<file path="config.mk">
export PLATFORM = sky130hd
export DESIGN_NAME = cmplx_combine_flat
export DESIGN_NICKNAME = d
export VERILOG_FILES = /design/src/rtl/cmplx_pkg.sv /design/src/rtl/cmplx_combine_if.sv /design/src/rtl/csa16.sv /design/src/rtl/cmplx_combine.sv /design/src/flat_wrapper.sv
export SDC_FILE = /design/constraint.sdc
export NUM_CORES = 1
export LEC_CHECK = 0
export CORE_AREA = 2 2 181 94
export DETAILED_ROUTE_END_ITERATION = 8
export DIE_AREA = 0 0 183 96
export PLACE_DENSITY = 0.67
export SLEW_MARGIN = 20
export SYNTH_ARGS = -nofsm -noshare
export SYNTH_HDL_FRONTEND = slang
export SYNTH_SLANG_ARGS = --single-unit
</file>
<file path="constraint.sdc">
create_clock -name clk -period 3.4 [get_ports clk]
set_input_delay 0.34 -clock clk [delete_from_list [all_inputs] [get_ports clk]]
set_output_delay 0.34 -clock clk [all_outputs]
set_load 0.01 [all_outputs]
</file>
<file path="src/rtl/cmplx_pkg.sv">
// Shared widths for the complex-multiplier combine stage.
package cmplx_pkg;

  localparam int PROD_W        = 16;
  localparam int RES_W         = 17;
  localparam int CNT_W_DEFAULT = 16;

endpackage

</file>
<file path="src/rtl/cmplx_combine_if.sv">
// Product-in / result-out bus of the combine stage, with producer (master) and stage (slave) views.
interface cmplx_combine_if #(
  parameter int CNT_W = cmplx_pkg::CNT_W_DEFAULT
) ();
  import cmplx_pkg::*;

  // Both channels use valid/ready: a beat transfers on a rising edge where
  // valid && ready; the sender holds valid and data stable until that edge,
  // and valid never waits on ready.
  logic              in_valid;
  logic              in_ready;
  logic [PROD_W-1:0] p_ac;
  logic [PROD_W-1:0] p_bd;
  logic [PROD_W-1:0] p_ad;
  logic [PROD_W-1:0] p_bc;
  logic              out_valid;
  logic              out_ready;
  logic [RES_W-1:0]  re;
  logic [RES_W-1:0]  im;
  logic [CNT_W-1:0]  res_count;

  modport master (
    output in_valid, p_ac, p_bd, p_ad, p_bc, out_ready,
    input  in_ready, out_valid, re, im, res_count
  );

  modport slave (
    input  in_valid, p_ac, p_bd, p_ad, p_bc, out_ready,
    output in_ready, out_valid, re, im, res_count
  );

endinterface

</file>
<file path="src/rtl/csa16.sv">
// 16-bit carry-select adder: four 4-bit blocks, each precomputing both carry-in cases.
module csa16 (
  input  logic [15:0] a_i,
  input  logic [15:0] b_i,
  input  logic        cin_i,
  output logic [15:0] sum_o,
  output logic        cout_o
);

  logic [4:0] carry;
  logic [4:0] blk0 [4];
  logic [4:0] blk1 [4];

  assign carry[0] = cin_i;

  for (genvar k = 0; k < 4; k++) begin : g_blk
    assign blk0[k] = {1'b0, a_i[4*k +: 4]} + {1'b0, b_i[4*k +: 4]};
    assign blk1[k] = {1'b0, a_i[4*k +: 4]} + {1'b0, b_i[4*k +: 4]} + 5'd1;
    assign sum_o[4*k +: 4] = carry[k] ? blk1[k][3:0] : blk0[k][3:0];
    assign carry[k+1]      = carry[k] ? blk1[k][4]   : blk0[k][4];
  end

  assign cout_o = carry[4];

endmodule

</file>
<file path="src/rtl/cmplx_combine.sv">
// Two-register valid/ready combine stage: re = ac - bd (two's complement), im = ad + bc.
module cmplx_combine
  import cmplx_pkg::*;
#(
  parameter int CNT_W = CNT_W_DEFAULT
) (
  input  logic           clk,
  input  logic           rst,
  cmplx_combine_if.slave bus
);

  logic [PROD_W-1:0] s1_ac_q, s1_bd_q, s1_ad_q, s1_bc_q;
  logic [PROD_W-1:0] s1_ac_d, s1_bd_d, s1_ad_d, s1_bc_d;
  logic              s1_valid_q, s1_valid_d;
  logic              out_valid_q, out_valid_d;
  logic [RES_W-1:0]  re_q, re_d, im_q, im_d;
  logic [CNT_W-1:0]  cnt_q, cnt_d;

  logic              s2_load;
  logic              in_ready;
  logic              accept;

  logic [PROD_W-1:0] bd_inv;
  logic [PROD_W-1:0] sum_r, sum_i;
  logic              cout_r, cout_i;
  logic [RES_W-1:0]  re_next, im_next;

  // Subtraction as ac + ~bd + 1; a clear carry-out is a borrow, i.e. a negative result.
  assign bd_inv = ~s1_bd_q;

  csa16 u_add_re (
    .a_i    (s1_ac_q),
    .b_i    (bd_inv),
    .cin_i  (1'b1),
    .sum_o  (sum_r),
    .cout_o (cout_r)
  );

  csa16 u_add_im (
    .a_i    (s1_ad_q),
    .b_i    (s1_bc_q),
    .cin_i  (1'b0),
    .sum_o  (sum_i),
    .cout_o (cout_i)
  );

  assign re_next = {~cout_r, sum_r};
  assign im_next = {cout_i, sum_i};

  always_comb begin
    s2_load     = s1_valid_q && (!out_valid_q || bus.out_ready);
    in_ready    = !s1_valid_q || s2_load;
    accept      = bus.in_valid && in_ready;

    s1_valid_d  = accept || (s1_valid_q && !s2_load);
    out_valid_d = s1_valid_q || (out_valid_q && !bus.out_ready);

    s1_ac_d = accept ? bus.p_ac : s1_ac_q;
    s1_bd_d = accept ? bus.p_bd : s1_bd_q;
    s1_ad_d = accept ? bus.p_ad : s1_ad_q;
    s1_bc_d = accept ? bus.p_bc : s1_bc_q;

    re_d = s2_load ? re_next : re_q;
    im_d = s2_load ? im_next : im_q;

    cnt_d = (out_valid_q && bus.out_ready) ? cnt_q + {{(CNT_W-1){1'b0}}, 1'b1} : cnt_q;
  end

  always_ff @(posedge clk or posedge rst) begin
    if (rst) begin
      s1_ac_q     <= '0;
      s1_bd_q     <= '0;
      s1_ad_q     <= '0;
      s1_bc_q     <= '0;
      s1_valid_q  <= 1'b0;
      out_valid_q <= 1'b0;
      re_q        <= '0;
      im_q        <= '0;
      cnt_q       <= '0;
    end else begin
      s1_ac_q     <= s1_ac_d;
      s1_bd_q     <= s1_bd_d;
      s1_ad_q     <= s1_ad_d;
      s1_bc_q     <= s1_bc_d;
      s1_valid_q  <= s1_valid_d;
      out_valid_q <= out_valid_d;
      re_q        <= re_d;
      im_q        <= im_d;
      cnt_q       <= cnt_d;
    end
  end

  assign bus.in_ready  = in_ready;
  assign bus.out_valid = out_valid_q;
  assign bus.re        = re_q;
  assign bus.im        = im_q;
  assign bus.res_count = cnt_q;

endmodule

</file>
<file path="src/flat_wrapper.sv">
// flat-port wrapper written by rule: the top's interface ports become plain ports
module cmplx_combine_flat import cmplx_pkg::*;
#(
  parameter int CNT_W = CNT_W_DEFAULT
)
  (clk, rst, bus_in_valid, bus_p_ac, bus_p_bd, bus_p_ad, bus_p_bc, bus_out_ready, bus_in_ready, bus_out_valid, bus_re, bus_im, bus_res_count);
  cmplx_combine_if #(.CNT_W(CNT_W)) bus_i ();
  input  logic clk;
  input  logic rst;
  input wire logic [$bits(bus_i.in_valid)-1:0] bus_in_valid;
  input wire logic [$bits(bus_i.p_ac)-1:0] bus_p_ac;
  input wire logic [$bits(bus_i.p_bd)-1:0] bus_p_bd;
  input wire logic [$bits(bus_i.p_ad)-1:0] bus_p_ad;
  input wire logic [$bits(bus_i.p_bc)-1:0] bus_p_bc;
  input wire logic [$bits(bus_i.out_ready)-1:0] bus_out_ready;
  output wire logic [$bits(bus_i.in_ready)-1:0] bus_in_ready;
  output wire logic [$bits(bus_i.out_valid)-1:0] bus_out_valid;
  output wire logic [$bits(bus_i.re)-1:0] bus_re;
  output wire logic [$bits(bus_i.im)-1:0] bus_im;
  output wire logic [$bits(bus_i.res_count)-1:0] bus_res_count;
  assign bus_i.in_valid = bus_in_valid;
  assign bus_i.p_ac = bus_p_ac;
  assign bus_i.p_bd = bus_p_bd;
  assign bus_i.p_ad = bus_p_ad;
  assign bus_i.p_bc = bus_p_bc;
  assign bus_i.out_ready = bus_out_ready;
  assign bus_in_ready = bus_i.in_ready;
  assign bus_out_valid = bus_i.out_valid;
  assign bus_re = bus_i.re;
  assign bus_im = bus_i.im;
  assign bus_res_count = bus_i.res_count;
  cmplx_combine #(.CNT_W(CNT_W)) u_core (.clk(clk), .rst(rst), .bus(bus_i));
endmodule
</file>
## Yosys cells after proc, flatten, opt, wreduce, memory -nomap -nowiden

Index checks and enable logic that the tools add are counted.
W data, S select, Z words.

| operators by class | value |
|---|---|
| add/subtract/negate cells | 16 |
| multiplexer cells | 12 |
| bitwise gates (word level) | 2 |
| reductions and logical operators | 13 |

Operators with widths:

| kind | number |
|---|---|
| $add A4 B4 Y5 | 8 |
| $add A5 B1 Y5 const B | 7 |
| $mux W4 | 6 |
| $add A16 B1 Y16 const B | 1 |
| $not A16 Y16 | 1 |
| $mux W1 | 6 |
| $logic_and A1 B1 Y1 | 5 |
| $logic_not A1 Y1 | 4 |
| $logic_or A1 B1 Y1 | 4 |
| $not A1 Y1 | 1 |

| storage, ports and cells | value |
|---|---|
| register bits after elaboration | 116 |
| bits of input ports | 68 |
| output and inout port bits | 52 |
| word-level logic and storage cells | 52 |

## Depth between registers and ports, before layout

| depth | value |
|---|---|
| depth after elaboration | 7 |
| mapped depth | 12 |
| gate-level depth less buffers | 12 |

## By module

From an unflattened synthesis, not the netlist that was laid out.

| unflattened totals | value |
|---|---|
| cell total of the unflattened synthesis | 531 |
| area total of the unflattened synthesis | 6966.7 µm² |

Modules (own cells, without submodules):

| module | instances | cells an instance | area an instance (µm²) | seq. area each (µm²) |
|---|---|---|---|---|
| cmplx_combine | 1 | 289 | 4842.1 | 2902.8 |
| csa16 | 2 | 121 | 1062.3 | 0.0 |

## Worst setup path after synthesis

Ideal clock, no wire load.

| timing | value |
|---|---|
| path type | register to register |
| from | reg u_core.s1_bc_q[4] |
| to | reg u_core.im_q[15], in the netlist u_core.bus.im[15] |
| library setup time | 123 ps |
| arrival | 2606 ps |
| data required time | 3277 ps |
| path slack | 671 ps |
| stages on the path, launching flop included | 11 |
| path buffers | 0 |
| clock period less this slack | 2729 ps |
| cells stage by stage | dfrtp_1 -> ha_1 -> fa_1 -> ha_1 -> nand2_2 -> a2111oi_4 -> mux2i_1 -> xor2_2 -> nand4_2 -> xnor2_1 -> o21ai_1 |

| on the way | value |
|---|---|
| longest elaborated chain between the ends | 5 |

Ends and longest elaborated chain:

| element | RTL line | RTL |
|---|---|---|
| from (decl) | cmplx_combine.sv:12 | `logic [PROD_W-1:0] s1_ac_q, s1_bd_q, s1_ad_q, s1_bc_q;` |
| from (signal assigned) | cmplx_combine.sv:74 | `s1_bc_q <= '0;` |
| from (signal assigned) | cmplx_combine.sv:84 | `s1_bc_q <= s1_bc_d;` |
| $add A4 B4 Y5 (*) | csa16.sv:17, csa16.sv:18 |  |
| $add A5 B1 Y5 | csa16.sv:18 | `assign blk1[k] = {1'b0, a_i[4*k +: 4]} + {1'b0, b_i[4*k +: 4]} + 5'd1;` |
| $mux W1 (*) (2 in series) | csa16.sv:20 | `assign carry[k+1] = carry[k] ? blk1[k][4] : blk0[k][4];` |
| $mux W4 (*) | csa16.sv:19 | `assign sum_o[4*k +: 4] = carry[k] ? blk1[k][3:0] : blk0[k][3:0];` |
| to (signal assigned) | cmplx_combine.sv:88 | `im_q <= im_d;` |
| to (decl) | cmplx_combine.sv:16 | `logic [RES_W-1:0] re_q, re_d, im_q, im_d;` |

Every way passes the cells marked *; elsewhere a longest branch is shown, timed or not.
A chain may end at the register's enable or synchronous reset.

## Worst setup path in the final report

| timing | value |
|---|---|
| from | reg u_core.s1_bc_q[4] |
| to | reg u_core.im_q[16], in the netlist u_core.bus.im[16] |

| on the way | value |
|---|---|
| longest elaborated chain between the ends | 5 |

Ends and longest elaborated chain:

| element | RTL line |
|---|---|
| $add A4 B4 Y5 (*) | csa16.sv:17, csa16.sv:18 |
| $add A5 B1 Y5 | csa16.sv:18 |
| $mux W1 (*) (3 in series) | csa16.sv:20 |

Marked as above.

==> metrics.md <==
| Metric | Value |
|---|---|
| Status | complete, no violations |
| Core utilization of the finished layout | about half |
| Synth area leader | dfrtp_1 |
| FMAX | 323 MHz |
| DR pass1 iterations | 4 |
| Crit start category | flop |
| # rows | 33 |
| Syn Inst Count | 519 |
| Asr flop ratio synth | 100% |
| Via-to-Cell Ratio | 4.83 |
| Vias in the first global route | roughly 4300 |
| Htree depth | 4 |
| Period minus WS final | between 3000 and 4000 ps |
| Final Slew Violations | 0 |
| Post-route DRC | 0 |
| Hold_buf cts | 0 |
| Synth Flop Type | dfrtp_1 |
| Setup Crit Path Kind | flop to flop |
| Worst-path clk slew | about 60 ps |
| HP Class | input port to async pin |
| Register area share after synthesis | 48.4% |
| Syn nets | about 630 |
| VDD IR max | around 0.36 mV |
| Yosys top cell area share | about half |
| FF+latch count, synth | between 100 and 150 |
| Max_slew headroom | 60.5% |
| Cell Area, Synth | 6000 µm² |
| Pin count of the biggest net entering global routing | around 100 |
| Core ar. | around 16000 µm² |
| PortBufs | between 100 and 150 |
| Critical path capture point type | flop |
| Synth area leaders | dfrtp_1 (48%), mux2_2 (12%), ha_1 (8.1%) |
| GP Congestion | 0.822 |
| Lkg Pwr | 3.58 nW |
| Clk Latency, worst-skew pair | 410 ps |
| Gates resized, CTS repair | 0 |
| Yosys warning count | 0 |
| Max_cap viols | 0 |
| Share of cells above drive strength 1 | 17.7% |
| Tightest Pin Transition | between 500 and 600 ps |
| Final hold violation count | 0 |
| Cell Pwr Density | between 700 and 800 nW/µm² |
| Crit path arrival time | 3380 ps |
| Initial antenna violation count | 2 |
| Die area | about 18000 µm² |
| Drt total wl | roughly 13 mm |
| Count of cell types in the netlist | 44 |
| Skew final | 10.0 ps |
| Number of flops mapped to enable cells by yosys | 0 |
| Clock root buffer master | clkbuf_16 |
| Top Ports | 120 |
| 1st-iter DRT viols | about 170 |
| Initial Util | around 37% |
| # setup viols final | 0 |
| Antenna Cells | 0 |
| WL per Instance | roughly 15 µm |
| Antenna Violating Nets Remaining | 0 |
| Die X | 183 µm |
| Nets@finish | ~760 |
| GRT overflow | 0 |
| R2r setup slk | ~310 ps |
| Vias | 4203 |
| Post-CTS Setup Inserts | 0 |
| # fillers | approximately 1400 |
| HPWL after detailed placement | about 9.9 mm |
| Setup TNS | 0 ps |
| Syn Area/Cell | ~12 µm² |
| Clock Sinks | approximately 120 |
| First-pass GRT wire length | between 20 and 25 mm |
| Layout overhead on the synthesized area | 35.3% |
| Tot GR Track Use | 16.4% |
| Num CTS Buffers | 17 |
| CTS Buffer Depth | 2 |
| Chip height | between 90 and 100 µm |
| Unrepaired setup endpoints after global routing | no |
| Fin crit share | 91.0% |
| CTS tree | done |
| Worst EP required | 3680 ps |
| Crit-path max FO | 5 |
per-layer routing:
layer,global-route usage [%],wire length [µm],up-vias
met5,0,24,-
met4,5.47,152,4
met3,5.37,1020,18
met2,24.5,5610,114
met1,22.5,6560,2036
li1,-,-,2031
cells in the mapped netlist (2+ instances only):
| cell | n |
|---|---|
| mux2i_1 | 6 |
| nand2_1 | 54 |
| and3_1 | 5 |
| nor4_1 | 2 |
| o21ai_1 | 5 |
| nand3_1 | 16 |
| xor2_2 | 2 |
| xnor2_1 | 31 |
| o21ai_0 | 25 |
| buf_1 | 2 |
| nand2b_1 | 4 |
| inv_1 | 40 |
| nand2_2 | 2 |
| clkbuf_1 | 9 |
| fa_1 | 8 |
| nor2_1 | 11 |
| ha_1 | 39 |
| a21oi_1 | 22 |
| nor2b_1 | 2 |
| xor2_1 | 14 |
| dfrtp_1 | 116 |
| or2_2 | 3 |
| a21o_1 | 9 |
| nor3_1 | 2 |
| nand4_1 | 7 |
| mux2_2 | 65 |
power by group:
group          total (mW)  switching [mW]  internal (mW)
logic                2.01           0.953           1.06
clock network        2.05           0.654           1.39
registers            1.99           0.275           1.72
total                6.05            1.88           4.17
stage by stage:
stage / hold WS, ps / cells / area (µm²) / power (mW) / setup WS (ps)
after detailed placement: 469 / 839 / 7440 / 4.03 / 333
after floorplan: 448 / 519 / 6000 / 3.16 / 671
after global placement: 456 / 839 / 7440 / 3.95 / 448
final: 265 / 871 / 8110 / 6.05 / 305
after global routing: 285 / 871 / 8110 / 6.42 / 200
after CTS: 259 / 871 / 8110 / 6.12 / 304
registers in the layout (all words and copies together), names as in the netlist:
register and cells:
u_core.bus.im 17, u_core.bus.out_valid 1, u_core.bus.re 17, u_core.bus.res_count 16, u_core.s1_ac_q 16, u_core.s1_ad_q 16
u_core.s1_bc_q 16, u_core.s1_bd_q 16, u_core.s1_valid_q 1
cells by family after synthesis:
logic type / Yosys count / share of synthesized area (%)
fa+ha+maj: 47 / 10.8
xor+xnor: 49 / 8.03
buf+inv: 53 / 3.50
mux: 71 / 13.2
flops: 116 / 48.4
compound gates: 66 / 6.45
simple gates: 117 / 9.62
critical path: stages, from the launching register on:
cell and delay (ps):
dfrtp_1 380, ha_1 230, fa_1 540, ha_1 200
nand2_2 90, a2111oi_4 450, mux2i_1 330, xor2_2 320
nand2_1 130, xnor2_1 210, o21ai_1 80
layout by cell type (no fill, tap or decap), drive strengths merged, types with 2 or more instances in the layout:
cell / n
nor2b: 2
fa: 8
dfrtp: 116
bufinv: 6
nand2: 56
nor4: 2
clkbuf: 19
clkdlybuf4s50: 119
buf: 4
nor2: 12
ha: 39
and3: 5
xor2: 17
clkinvlp: 4
clkinv: 4
a21oi: 22
mux2i: 6
nor3: 2
inv: 39
or2: 3
nand3: 16
nand4: 8
a21o: 10
o21ai: 31
xnor2: 32
mux2: 65
nand2b: 4
cell type report:
class / count / area (µm²) / area share (%)
clock inverters: 13 / 230 / 2.84
well taps: 210 / 263 / 3.24
repair buffers: 123 / 1230 / 15.2
multi-input cells: 350 / 2890 / 35.6
flip-flops and latches: 116 / 2900 / 35.8
inverters: 40 / 154 / 1.90
clock buffers: 19 / 443 / 5.46
path summary, 6_finish.rpt:
check | from | end | depth (start not counted)
setup / recovery | u_core.s1_bc_q[4] | u_core.bus.im[16] | 10
hold / removal | rst | u_core.bus.res_count[8] | 2
setup reg to reg | u_core.s1_bc_q[4] | u_core.bus.im[16] | 10
hold reg to reg | u_core.bus.res_count[15] | u_core.bus.res_count[15] | 1
max in group asynchronous | rst | u_core.bus.im[13] | 3
min in group clk | u_core.bus.res_count[15] | u_core.bus.res_count[15] | 1
(Power assumes the default switching activity.)
